**config.mk**
```make
export PLATFORM = sky130hd
export DESIGN_NAME = writeback_tracker
export DESIGN_NICKNAME = d
export VERILOG_FILES = /design/src/rtl/writeback_tracker_pkg.sv /design/src/rtl/writeback_tracker_fwd_select.sv /design/src/rtl/writeback_tracker.sv
export SDC_FILE = /design/constraint.sdc
export NUM_CORES = 1
export LEC_CHECK = 0
export ABC_AREA = 1
export ABC_CLOCK_PERIOD_IN_PS = 1430
export BUFFER_PORTS_ARGS = -buffer_cell sky130_fd_sc_hd__buf_2
export CAP_MARGIN = 10
export CORE_MARGIN = 3
export CORE_UTILIZATION = 51
export CTS_CLUSTER_SIZE = 8
export DETAILED_ROUTE_END_ITERATION = 16
export GPL_TIMING_DRIVEN = 0
export PLACE_DENSITY_LB_ADDON = 0.08
export SLEW_MARGIN = 20
export SYNTH_ARGS = -nofsm -noshare
export SYNTH_HDL_FRONTEND = slang
export SYNTH_SLANG_ARGS = --single-unit
```
**constraint.sdc**
```tcl
create_clock -name clk -period 1.43 [get_ports clk]
set_input_delay 0.143 -clock clk [delete_from_list [all_inputs] [get_ports clk]]
set_output_delay 0.143 -clock clk [all_outputs]
set_load 0.02 [all_outputs]
```
**src/rtl/writeback_tracker_pkg.sv**
```systemverilog
// Shared types and constants for the EXE/MEM/WB destination tracker.
// Holds the forwarding-select encoding and the per-stage entry record.
package writeback_tracker_pkg;

  localparam int REG_ADDR_W = 4;
  localparam int NUM_REGS   = 16;

  localparam logic [1:0] FWD_REGFILE = 2'b00;
  localparam logic [1:0] FWD_MEM     = 2'b01;
  localparam logic [1:0] FWD_WB      = 2'b10;

  typedef struct packed {
    logic                  valid;
    logic [REG_ADDR_W-1:0] dest;
    logic                  wb_en;
    logic                  load;
    logic [REG_ADDR_W-1:0] src1;
    logic [REG_ADDR_W-1:0] src2;
    logic                  src2_valid;
  } stage_t;

  localparam stage_t BUBBLE = '0;

endpackage

```
**src/rtl/writeback_tracker_fwd_select.sv**
```systemverilog
// Operand forwarding select for one EXE source: MEM result beats WB result,
// and a load still sitting in MEM is never a forwarding source.
module fwd_select
  import writeback_tracker_pkg::*;
(
  input  logic                  fu_en_i,
  input  logic                  src_vld_i,
  input  logic [REG_ADDR_W-1:0] src_i,
  input  logic                  mem_valid_i,
  input  logic                  mem_wb_en_i,
  input  logic                  mem_load_i,
  input  logic [REG_ADDR_W-1:0] mem_dest_i,
  input  logic                  wb_valid_i,
  input  logic                  wb_wb_en_i,
  input  logic [REG_ADDR_W-1:0] wb_dest_i,
  output logic [1:0]            sel_o
);

  always_comb begin
    sel_o = FWD_REGFILE;
    if (fu_en_i && src_vld_i) begin
      if (mem_valid_i && mem_wb_en_i && !mem_load_i && (mem_dest_i == src_i)) begin
        sel_o = FWD_MEM;
      end else if (wb_valid_i && wb_wb_en_i && (wb_dest_i == src_i)) begin
        sel_o = FWD_WB;
      end
    end
  end

endmodule

```
**src/rtl/writeback_tracker.sv**
```systemverilog
// Tracks destination/write-enable/load info through EXE -> MEM -> WB with
// bubble, flush and freeze handling; produces forwarding selects and a pending mask.
module writeback_tracker
  import writeback_tracker_pkg::*;
(
  input  logic                  clk,
  input  logic                  rst,
  input  logic                  id_valid,
  input  logic [REG_ADDR_W-1:0] id_dest,
  input  logic                  id_wb_en,
  input  logic                  id_mem_r_en,
  input  logic [REG_ADDR_W-1:0] id_src1,
  input  logic [REG_ADDR_W-1:0] id_src2,
  input  logic                  id_src2_valid,
  input  logic                  hazard_detected,
  input  logic                  flush,
  input  logic                  freeze,
  input  logic                  fu_en,
  output logic [REG_ADDR_W-1:0] exe_dest,
  output logic                  exe_wb_en,
  output logic                  mem_r_en_exe,
  output logic [REG_ADDR_W-1:0] mem_dest,
  output logic                  mem_wb_en,
  output logic [REG_ADDR_W-1:0] wb_dest,
  output logic                  wb_en,
  output logic [1:0]            sel_src1,
  output logic [1:0]            sel_src2,
  output logic [NUM_REGS-1:0]   pending
);

  stage_t exe_q, exe_d;
  stage_t mem_q, mem_d;
  stage_t wb_q,  wb_d;
  stage_t id_entry;

  function automatic logic writes_reg(input stage_t s, input int r);
    return s.valid && s.wb_en && (s.dest == REG_ADDR_W'(r));
  endfunction

  always_comb begin
    id_entry            = BUBBLE;
    id_entry.valid      = 1'b1;
    id_entry.dest       = id_dest;
    id_entry.wb_en      = id_wb_en;
    id_entry.load       = id_mem_r_en;
    id_entry.src1       = id_src1;
    id_entry.src2       = id_src2;
    id_entry.src2_valid = id_src2_valid;
  end

  // Freeze outranks hazard/flush: the whole pipe holds and upstream re-presents.
  always_comb begin
    exe_d = exe_q;
    mem_d = mem_q;
    wb_d  = wb_q;
    if (!freeze) begin
      wb_d  = mem_q;
      mem_d = exe_q;
      if (flush || hazard_detected || !id_valid) begin
        exe_d = BUBBLE;
      end else begin
        exe_d = id_entry;
      end
    end
  end

  always_ff @(posedge clk or posedge rst) begin
    if (rst) begin
      exe_q <= BUBBLE;
      mem_q <= BUBBLE;
      wb_q  <= BUBBLE;
    end else begin
      exe_q <= exe_d;
      mem_q <= mem_d;
      wb_q  <= wb_d;
    end
  end

  assign exe_dest     = exe_q.dest;
  assign exe_wb_en    = exe_q.valid && exe_q.wb_en;
  assign mem_r_en_exe = exe_q.valid && exe_q.load;
  assign mem_dest     = mem_q.dest;
  assign mem_wb_en    = mem_q.valid && mem_q.wb_en;
  assign wb_dest      = wb_q.dest;
  assign wb_en        = wb_q.valid && wb_q.wb_en;

  always_comb begin
    pending = '0;
    for (int r = 0; r < NUM_REGS; r++) begin
      pending[r] = writes_reg(exe_q, r) || writes_reg(mem_q, r) || writes_reg(wb_q, r);
    end
  end

  fwd_select u_fwd_src1 (
    .fu_en_i     (fu_en),
    .src_vld_i   (exe_q.valid),
    .src_i       (exe_q.src1),
    .mem_valid_i (mem_q.valid),
    .mem_wb_en_i (mem_q.wb_en),
    .mem_load_i  (mem_q.load),
    .mem_dest_i  (mem_q.dest),
    .wb_valid_i  (wb_q.valid),
    .wb_wb_en_i  (wb_q.wb_en),
    .wb_dest_i   (wb_q.dest),
    .sel_o       (sel_src1)
  );

  fwd_select u_fwd_src2 (
    .fu_en_i     (fu_en),
    .src_vld_i   (exe_q.valid && exe_q.src2_valid),
    .src_i       (exe_q.src2),
    .mem_valid_i (mem_q.valid),
    .mem_wb_en_i (mem_q.wb_en),
    .mem_load_i  (mem_q.load),
    .mem_dest_i  (mem_q.dest),
    .wb_valid_i  (wb_q.valid),
    .wb_wb_en_i  (wb_q.wb_en),
    .wb_dest_i   (wb_q.dest),
    .sel_o       (sel_src2)
  );

  // WB retires next edge; its load/source fields have no consumer.
  logic unused_wb_fields;
  assign unused_wb_fields = ^{wb_q.load, wb_q.src1, wb_q.src2, wb_q.src2_valid};

endmodule

```
# == Word level (Yosys, flattened, before mapping) ==
# Cells that the tools add are included.
# word_totals
register_bits,29
inputBits,22
out_inout_bits,36
word_cells,169
# classes
eq_ne,49
muxes,7
reduce_logical,99
# op_table
op,n
$eq A4 B4 Y1 const B,24
$logic_and A1 B1 Y1,60
$eq A4 B3 Y1 const B,12
$logic_or A1 B1 Y1,34
$eq A4 B2 Y1 const B,6
$eq A4 B4 Y1,4
$mux W16,1
$eq A4 B1 Y1 const B,3
$logic_not A4 Y1,3
$mux W2,6
$logic_not A1 Y1,2

# == Depth between registers and ports, before layout ==
# Gate-level depths: netlist of the first run.
# depth
ltp_word,5
ltp_mapped,7
mapped_depth_nobuf,7

# == By module ==
# From an unflattened synthesis of the first run, not the netlist that was laid out.
# hier_totals
cells_unflattened,359
hier_area_um2,2150.8
# modules_own_cells
mod,n_inst,cells_per_inst,area_per_inst_um2,seq_area_each_um2
writeback_tracker,1,247,1702.9,725.7
fwd_select,2,56,224.0,0.0

# == Least setup slack after synthesis of the first run ==
# No wires, ideal clock.
# synth_path
path_kind,reg2out
from,"register mem_q, in the netlist mem_dest[1]"
to,output sel_src1[0]
arrival_ns,1.370
required_ns,1.287
slack_ns,-0.083
path_stages_with_launch,7
path_buffers,1
cell_sequence,dfrtp_1 buf_2 inv_1 nand2_1 nand2_1 nand3_1 nor3_1
# synth_via
elab_chain_len,4
# synth_rtl
item,line,rtl
from (decl),writeback_tracker.sv:32,"stage_t mem_q, mem_d;"
from (signal assigned),writeback_tracker.sv:74,mem_q <= mem_d;
$eq A4 B4 Y1,writeback_tracker_fwd_select.sv:22,if (mem_valid_i && mem_wb_en_i && !mem_load_i && (mem_dest_i == src_i)) begin
$logic_and A1 B1 Y1,writeback_tracker_fwd_select.sv:22,
$mux W2,writeback_tracker_fwd_select.sv:22,
$mux W2,writeback_tracker_fwd_select.sv:21,if (fu_en_i && src_vld_i) begin
to (decl),writeback_tracker.sv:26,"output logic [1:0] sel_src1,"
# No other way between the ends.

# == Final worst setup path of the first run ==
# layout_path
from,"register wb_q, in the netlist wb_dest[2]"
to,output pending[0]
# layout_via
elab_chain_len,3
# layout_rtl
item,line,rtl
from (decl),writeback_tracker.sv:33,"stage_t wb_q, wb_d;"
from (signal assigned),writeback_tracker.sv:75,wb_q <= wb_d;
$logic_not A4 Y1,writeback_tracker.sv:37,return s.valid && s.wb_en && (s.dest == REG_ADDR_W'(r));
$logic_and A1 B1 Y1,writeback_tracker.sv:37,
$logic_or A1 B1 Y1,writeback_tracker.sv:90,"pending[r] = writes_reg(exe_q, r) || writes_reg(mem_q, r) || writes_reg(wb_q, r);"
to (decl),writeback_tracker.sv:28,output logic [NUM_REGS-1:0] pending
# No other way between the ends.

==> impl_metrics.yaml, run 1 <==
sta:
  fin_ws_ns: -0.234
  fin_crit_ns: 1.66
  slew_viol_final: 0
  fin_crit_sh_pct: 116
  hold_slack_ns: 0.0836
  fin_worst_skew_ns: 0.00326
  setup-violations-final: 20
  slew_headroom_pct: 59.0
  finalHoldViolCount: 0
  max_freq_mhz: 601
  worst_pin_slew_ns: 0.615
  rsz0062_at_grt: "yes"
synth:
  synth_area_leader_cell: "dfrtp_1"
  ys_ff_latch: 29
  synth_top_area_share_pct: 38.2
  syn_nets: 312
  syn-cell-area_um2: 1900
  synth.area.top_cells: "dfrtp_1, nand2_1, nand3_1, inv_1, nor2_1"
  avgSynthCellArea_um2: 6.56
  ys_seq_area_share_pct: 38.2
  yosysWarnings: 0
  synth_cells: 290
  synth_cell_types: 18
cts:
  cts_buffers: 5
  cts.reportedPaths.clkPinSlew_ns: 0.07
  clk_latency_ns: 0.29
  clk_path_buf_depth: 2
  tritoncts: "done"
  cts.sinks: 29
  cts-root-buf: "clkbuf_8"
  h-tree-depth: 2
place:
  placed_area_um2: 2250
  gp_congestion: 0.894
  portBuffers: 56
  place_hpwl_um: 4120
critical_path:
  cp-end-kind: "primary output"
  crit_path_max_fanout: 8
  cp_common_cell: "nand3_1"
  cp_top_family: "simple AND/OR/NAND/NOR gates"
  timing.critical_path.buf_inv: 1
  max_stage_delay_ns: 0.49
  path_cells: "nor2_1 -> nand3_1 -> nand3_1 -> buf_2"
  worst_path_max_delay_cell: "dfrtp_2"
  start_kind: "flop"
  worstSetupPathType: "flop to primary output"
  crit_arrival_ns: 1.52
  required_ns: 1.29
routing:
  highest_layer: "met4"
  drc_errors: 0
  routed-wl-met2_um: 3360
  via_per_inst: 5.72
  drtAntennaViolNets: 0
  first_pass_iters: 6
  dr_wl_met3_um: 711
  first_iter_violations: 227
  drt-total-wl_um: 6970
  vias: 2395
  wire_per_inst_um: 16.6
  wl_met1_um: 2580
power_and_ir_drop:
  switching_share_pct: 33.0
  p_sw_uw: 667
  ir_drop_mv: 0.815
  clkPwrFrac_pct: 33.9
  power_leakage_nw: 1.61
  p_seq_share_pct: 45.6
  p_int_mw: 1.36
  combPwrFrac_pct: 20.6
  powerDensity_nw_per_um2: 678
global_routing:
  grt_pass1_vias: 2045
  grt_max_degree: 30
  grt.total_usage_pct: 30.2
  grt_pass1_wl_um: 9900
  antenna_found_initial: 0
  grt_remaining_overflow: 0
floorplan:
  start_util_pct: 54.8
  die_area_um2: 4500
  io_pins: 58
  rows: 21
  die_h_um: 67.1
  fp.coreArea_um2: 3470
  die_w_um: 67.1
finish:
  areaGrowthSynthToFinish_pct: 56.8
  nets: 394
  fillers: 201
  diodes: 0
  drive_gt1_share_pct: 47.7
  finish.instance_area_um2: 2980
job:
  cap_violations: 0
hold_path:
  holdCritPathClass: "input port to flop"
run_status:
  status: "complete, but fails checks"
  violations: "negative setup slack"
## routing by layer
| metal | vias to the layer above | global-route usage, % |
|---|---|---|
| li1 | 1078 | - |
| met4 | 0 | 14.2 |
| met3 | 53 | 7.25 |
| met1 | 1090 | 38.1 |
| met2 | 174 | 48.0 |
| met5 | - | 0 |
## flip-flops by register name (all words and copies together), names as in the netlist
name and flops:
exe_dest 4, wb_dest 4, exe_q 12, mem_dest 4, wb_q 2, mem_q 3
## final timing paths
path                       slack [ns]  depth (start not counted)          end        start
min reg2reg                      0.53                          2     exe_q[0]     exe_q[0]
max reg2reg                      0.34                          5  mem_dest[1]  mem_dest[1]
min                              0.08                          3     exe_q[8]   id_src1[3]
max in group asynchronous        0.52                          3    exe_q[15]          rst
max                             -0.23                          4   pending[0]   wb_dest[2]
min in group asynchronous        0.47                          3     exe_q[5]          rst
## power groups by stage
stage | Sequential (mW) | Combinational (mW) | Clock (mW)
after CTS | 0.910 | 0.359 | 0.672
final | 0.921 | 0.416 | 0.685
after detailed placement | 0.913 | 0.288 | 0
after global placement | 0.913 | 0.283 | 0
after global routing | 0.926 | 0.450 | 0.728
after floorplan | 0.919 | 0.179 | 0
## layout by cell type (no fill, tap or decap), types with 12 or more instances in the layout
cell and instances:
nand2_1 85, dfrtp_1 20, o22ai_1 12, buf_4 23, buf_6 18, nor2_1 13, inv_1 30, o21ai_0 15
nand3_1 15, buf_2 43, nand3_2 17
## final cells by class
cell class                      instances  area [µm²]  area share (%)
Buffer                                 12        95.1            3.19
Clock buffer                            5        68.8            2.31
Clock inverter                          3        17.5           0.587
Inverter                               49         216            7.26
Multi-Input combinational cell        200        1240            41.7
Sequential cell                        29         737            24.7
Tap cell                               46        57.6            1.93
Timing Repair Buffer                   75         546            18.3
## worst register-to-register path, stage by stage, from the launching register on
cell,delay [ns]
dfrtp_1,0.41
buf_6,0.15
buf_4,0.13
buf_4,0.14
nand2_1,0.06
o21ai_0,0.07
## per-stage QoR
stage / setup WS (ns) / power [mW] / TNS [ns] / instances / utilization, %
global route: -0.328 / 2.10 / -4.61 / 419 / 86.0
global placement: -0.0183 / 1.20 / -0.0406 / 392 / 64.9
finish: -0.234 / 2.02 / -3.38 / 419 / 86.0
detailed placement: -0.0151 / 1.20 / -0.0375 / 392 / 64.9
floorplan: 0.0540 / 1.10 / 0 / 290 / -
CTS: -0.139 / 1.94 / -1.81 / 412 / 80.1
## logic make-up after synthesis
family,synth area share (%)
AND/OR/NAND/NOR,37.6
buffers and inverters,13.7
AO/OA/AOI/OAI,8.68
flip-flops,38.2
XOR/XNOR,1.84
## timing repair
item,4_1_cts,5_1_grt
resized for setup,99,43
endpoints found under the setup margin,22,20
buffers inserted,12,6
endpoints found under the hold margin,0,29
hold buffers,0,1
pin swaps,23,30
cloned,0,0
## cells in the mapped netlist, drive strengths merged
cell type   n
buf        12
clkinv      1
dfrtp      29
inv        48
nand2      99
nand3      35
nor2       23
nor3       10
o211ai      2
o21ai      15
o22ai      12
xnor2       2
xor2        2
(Power assumes the default switching activity.)
==> inputs of run 2 (changes only) <==
--- a/config.mk
+++ b/config.mk
@@ -15,2 +15,3 @@
 export DETAILED_ROUTE_END_ITERATION = 16
+export GPL_ROUTABILITY_DRIVEN = 0
 export GPL_TIMING_DRIVEN = 0
--- a/constraint.sdc
+++ b/constraint.sdc
@@ -3,2 +3,2 @@
 set_output_delay 0.143 -clock clk [all_outputs]
-set_load 0.02 [all_outputs]
+set_load 0.005 [all_outputs]
==> run 2 against run 1 <==
  * Clock skew shrank 0.0013 ns
  * Die area is the same
  * Sequential power shrank 0.9%
  * Setup slack gained 0.078 ns
  * Largest power group unchanged
  * Highest routed layer unchanged
  * The flow still finishes with violations (negative setup slack)
  * Clock power grew 29%
  * Total power grew 7.0%
==> impl_metrics.yaml, run 2 (same netlist as run 1, synthesis figures left out) <==
global_routing:
  met1_usage_pct: 33.9
  grt_pass1_vias: 2029
  use_met2_pct: 45.4
  antenna_found_initial: 0
  grt_max_degree: 30
  grt.total_usage_pct: 26.8
  busiest_layer: "met2"
  use_met3_pct: 4.38
  grt_pass1_wl_um: 9110
  grt_remaining_overflow: 0
finish:
  top_register: "exe_q"
  drive_gt1_share_pct: 39.9
  final_common_cell: "nand2_1"
  diodes: 0
  final_cell_mix: "nand2_1, buf_2, inv_1, nand3_1, dfrtp_1"
  nets: 392
  largest_reg_flops: 12
  areaGrowthSynthToFinish_pct: 44.7
  final_cells: 417
  final_util_pct: 79.3
sta:
  setup-violations-final: 20
  fin_worst_skew_ns: 0.00200
  fin_ws_ns: -0.156
  slew_viol_final: 0
  hold_slack_ns: 0.0958
  fin_crit_ns: 1.59
  finalHoldViolCount: 0
  max_freq_mhz: 631
  worst_pin_slew_ns: 0.597
  slew_headroom_pct: 60.2
  fin_crit_sh_pct: 111
  rsz0062_at_grt: "yes"
critical_path:
  crit_arrival_ns: 1.44
  r2r_cells: 5
  crit_path_max_fanout: 7
  required_ns: 1.29
  start_kind: "flop"
  cp-end-kind: "primary output"
  max_stage_delay_ns: 0.37
  worstSetupPathType: "flop to primary output"
  worst_path_max_delay_cell: "dfrtp_1"
  worstReg2RegStart: "mem_dest[0]"
  cp_top_family: "simple AND/OR/NAND/NOR gates"
  r2r-end: "mem_dest[0]"
  timing.critical_path.buf_inv: 3
  crit_cells: 6
  rrSetupSlack_ns: 0.32
  path_cells: "buf_6 -> inv_2 -> nor3_2 -> nand2_1 -> nand3_1 -> buf_2"
power_and_ir_drop:
  ir_drop_mv: 0.776
  p_total_mw: 2.16
  powerDensity_nw_per_um2: 787
  power_leakage_nw: 1.53
floorplan:
  io_pins: 58
  die_h_um: 67.1
  die_w_um: 67.1
  die_area_um2: 4500
  rows: 21
  fp.coreArea_um2: 3470
  start_util_pct: 54.8
hold_path:
  hold-path-endpoint: "exe_q[9]"
  holdCritPathClass: "input port to flop"
  hold_path_depth: 3
  hold_start: "id_mem_r_en"
cts:
  cts-root-buf: "clkbuf_8"
  clk_latency_ns: 0.28
  cts.sinks: 29
  cts.reportedPaths.clkPinSlew_ns: 0.07
  h-tree-depth: 2
  clk_path_buf_depth: 2
  cts_buffers: 5
  tritoncts: "done"
routing:
  via_per_inst: 5.22
  vias: 2177
  drc_errors: 0
  drtAntennaViolNets: 0
  first_iter_violations: 231
  first_pass_iters: 5
  wire_per_inst_um: 13.9
  drt-total-wl_um: 5810
run_status:
  violations: "negative setup slack"
  status: "complete, but fails checks"
place:
  place_hpwl_um: 3890
  dp.cells: 392
  place_ws_ns: 0.0419
  portBuffers: 56
job:
  cap_violations: 0
==> run 2: changes by cell type in the layout (fill, tap and decap cells not counted), moves of 6 or more <==
cell,before,now
buf_2,43,60
nand3_1,15,29
buf_6,18,5
nand3_2,17,4
inv_1,30,36
nand2_1,85,91
==> run 2: cell type report <==
type	instances	area, µm²
Inverter	49	199
Buffer	12	95.1
Multi-Input combinational cell	200	1120
Tap cell	46	57.6
Clock buffer	6	82.6
Clock inverter	2	37.5
Timing Repair Buffer	73	427
Fill cell	264	717
Sequential cell	29	734
==> run 2: what timing repair did <==
action | CTS | global route
setup buffers | 7 | 9
hold buffers | 0 | 1
endpoints found under the setup margin | 20 | 20
resized for setup | 53 | 18
pin swaps | 13 | 25
hold endpoints to repair | 0 | 29
==> run 2: worst reg2reg max path: cells and delay by family (launching register included) <==
kind            cells  cell delay, ns
flops               1            0.40
simple gates        1            0.06
compound gates      1            0.08
buf+inv             3            0.43
==> run 2: metal layers <==
layer  vias to the layer above  part of all wire (%)
met5                         -                     0
met4                         0                   3.8
met3                        25                   6.8
met2                        95                    48
met1                       989                    41
li1                       1068                     -
==> run 2: where the power goes <==
group	leakage, nW	internal (mW)	switching [mW]	total [mW]
Sequential	0.386	0.860	0.0530	0.913
Clock	0.0574	0.566	0.322	0.887
Combinational	1.09	0.151	0.213	0.365
Total	1.53	1.58	0.588	2.16
==> run 2: worst max path at each step <==
stage                            from          end
after detailed placement   wb_dest[2]   pending[6]
final                     mem_dest[0]   pending[3]
after global placement      exe_q[15]  pending[15]
after floorplan           mem_dest[1]  sel_src1[0]
after CTS                  wb_dest[2]  sel_src1[1]
after global routing      mem_dest[0]  pending[14]
==> run 2: metrics by stage <==
stage	setup TNS [ns]	area (µm²)
floorplan	0	1900
global placement	0	2240
detailed placement	0	2240
CTS	-0.982	2580
global route	-3.26	2750
finish	-1.94	2750
==> inputs of run 3 (changes only) <==
- CORE_UTILIZATION: 51 -> 53
- SYNTH_HIERARCHICAL: default -> 1
==> run 3 against run 2 <==
  * The run still ends with negative setup slack left
  * Sequential power rose by 1%
  * Global-route usage fell by 0.076 points
  * Sequential share of layout area fell by 3.3 points
  * Critical path type unchanged
  * Largest power group unchanged
==> impl_metrics.yaml, run 3 <==
routing:
  first_iter_violations: 445
  first_pass_iters: 5
  drtAntennaViolNets: 0
  vias: 2796
  wire_per_inst_um: 15.3
  drt-total-wl_um: 7700
  via_per_inst: 5.56
  drc_errors: 0
finish:
  largest_reg_flops: 12
  nets: 476
  top_register: "exe_q"
  fillers: 260
  areaGrowthSynthToFinish_pct: 47.1
  final_util_pct: 83.3
  finish.instance_area_um2: 3160
  final_cell_mix: "nand2_1, buf_2, nand3_1, inv_1, buf_4"
  final_common_cell: "nand2_1"
  diodes: 0
  drive_gt1_share_pct: 45.9
synth:
  ys.flop_type: "dfrtp_1"
  synth_adder_area_share_pct: 0
  synth_area_leader_cell: "dfrtp_1"
  yosysWarnings: 6
  synth-edff-count: 0
  synth_top_area_share_pct: 33.7
  ys_seq_area_share_pct: 33.7
  synth_cell_types: 17
  yosysMostFrequentCell: "nand2_1"
  ys_ff_latch: 29
  synth_top_family_by_area: "simple AND/OR/NAND/NOR gates"
  synth_xor_area_share_pct: 0
  synth_cells: 359
  yosys.area_share.simple_pct: 47.0
  avgSynthCellArea_um2: 5.99
  syn-cell-area_um2: 2150
  synth_mux_area_share_pct: 0.524
  synth_compound_area_share_pct: 3.03
  synthTopCellsByCount: "nand2_1, nand3_1, inv_1"
  syn_nets: 381
  synth-async-reset-ratio_pct: 100
  synth.area.top_cells: "dfrtp_1, nand2_1, nand3_1, inv_1, nor2_1"
critical_path:
  r2r_cells: 4
  rrSetupSlack_ns: 0.44
  start_kind: "flop"
  cp-end-kind: "primary output"
  r2r-end: "mem_dest[2]"
  startpoint: "wb_dest[1]"
  cp_common_cell: "nand3_1"
  worstSetupPathType: "flop to primary output"
  crit_path_max_fanout: 9
  crit_arrival_ns: 1.51
  worstReg2RegStart: "mem_dest[2]"
  max_stage_delay_ns: 0.48
  cp_top_family: "flip-flops"
  worst_path_max_delay_cell: "dfrtp_2"
  timing.critical_path.buf_inv: 2
  required_ns: 1.29
  path_cells: "buf_4 -> nor2_1 -> nand3_1 -> nand3_1 -> buf_2"
sta:
  finalHoldViolCount: 0
  fin_crit_sh_pct: 115
  fin_worst_skew_ns: 0.00647
  slew_headroom_pct: 59.0
  setup-violations-final: 20
  fin_ws_ns: -0.219
  fin_crit_ns: 1.65
  max_freq_mhz: 606
  worst_pin_slew_ns: 0.614
  slew_viol_final: 0
  rsz0062_at_grt: "yes"
power_and_ir_drop:
  power_leakage_nw: 1.74
  ir_drop_mv: 0.631
  powerDensity_nw_per_um2: 705
floorplan:
  fp.coreArea_um2: 3800
  io_pins: 58
  die_area_um2: 4860
  die_w_um: 69.7
  die_h_um: 69.7
  start_util_pct: 56.6
  rows: 22
cts:
  cts-root-buf: "clkbuf_8"
  clk_latency_ns: 0.29
  cts_buffers: 5
  cts.sinks: 29
  tritoncts: "done"
  h-tree-depth: 2
  clk_path_buf_depth: 2
  cts.reportedPaths.clkPinSlew_ns: 0.07
place:
  portBuffers: 56
  place_ws_ns: 0.0754
  place_hpwl_um: 4250
  placed_area_um2: 2490
global_routing:
  grt_remaining_overflow: 0
  grt_pass1_vias: 2256
  grt_max_degree: 30
  grt.total_usage_pct: 26.7
  grt_pass1_wl_um: 10400
  antenna_found_initial: 0
run_status:
  violations: "negative setup slack"
  status: "complete, but fails checks"
job:
  cap_violations: 0
hold_path:
  holdCritPathClass: "input port to flop"
  hold-path-endpoint: "exe_q[5]"
  hold_start: "id_src1[0]"
  hold_path_depth: 3
-- run 3: changes by cell type after synthesis, sizes merged, moves of 3 or more --
| cell | change |
|---|---|
| nand2 | +50 |
| nor2 | +20 |
| nand3 | +17 |
| o22ai | -12 |
| nor3 | -10 |
| buf | +8 |
| o21ai | -4 |
| inv | +3 |
-- run 3: worst max-delay path by stage --
| stage | endpoint | slack, ns | cells past startpoint |
|---|---|---|---|
| 2_1_floorplan | sel_src1[0] | 0.37 | 6 |
| 3_3_place_gp | pending[1] | 0.09 | 5 |
| 3_5_place_dp | pending[13] | 0.08 | 5 |
| 4_1_cts | sel_src1[0] | -0.11 | 7 |
| 5_1_grt | pending[14] | -0.23 | 5 |
| 6_report | pending[4] | -0.22 | 5 |
-- run 3: area by class of cell --
cell class / count / area [µm²] / share of cell area (%)
Clock buffer: 7 / 96.3 / 3.05
Inverter: 52 / 203 / 6.41
Tap cell: 48 / 60.1 / 1.90
Clock inverter: 1 / 5.00 / 0.158
Sequential cell: 29 / 739 / 23.4
Buffer: 20 / 149 / 4.71
Multi-Input combinational cell: 258 / 1330 / 42.1
Timing Repair Buffer: 88 / 578 / 18.3
-- run 3: stage by stage --
| step | TNS [ns] | hold WS (ns) | power [mW] | instances |
|---|---|---|---|---|
| 3_3_place_gp | 0 | 0.334 | 1.27 | 463 |
| 3_5_place_dp | 0 | 0.341 | 1.28 | 463 |
| 2_1_floorplan | 0 | 0.221 | 1.16 | 359 |
| 6_report | -2.42 | 0.0426 | 2.23 | 503 |
| 4_1_cts | -1.14 | 0.0411 | 2.09 | 485 |
| 5_1_grt | -3.50 | 0.0439 | 2.33 | 503 |
-- run 3: where the power goes --
part | internal, mW | switching [mW] | leakage, nW
clock | 0.435 | 0.339 | 0.0542
sequential | 0.864 | 0.0620 | 0.375
combinational | 0.227 | 0.303 | 1.31
-- run 3: cell families (layout without fill, tap and decap cells) --
group | count (synthesis) | in the layout
and+or+nand+nor | 244 | 244
buffers and inverters | 72 | 168
DFF | 29 | 29
AOI/OAI and AO/OA | 13 | 13
muxes | 1 | 1
-- run 3: timing repair --
action | 4_1_cts | 5_1_grt
pin swaps | 2 | 25
cloned | 1 | 0
gates resized for setup | 38 | 74
hold endpoints to repair | 0 | 29
hold buffers | 0 | 1
setup buffers | 13 | 17
setup endpoints to repair | 20 | 20
-- run 3: worst min-delay path, cell delays in order --
cell     delay, ns
buf_2         0.07
nand2_1       0.04
nand2_1       0.04
-- run 3: metal layers --
layer | track usage, % | vias up | routed length, µm
li1 | - | 1269 | -
met1 | 35.7 | 1266 | 2860
met2 | 43.4 | 212 | 3680
met3 | 6.52 | 49 | 841
met4 | 6.60 | 0 | 324
met5 | 0 | - | 0
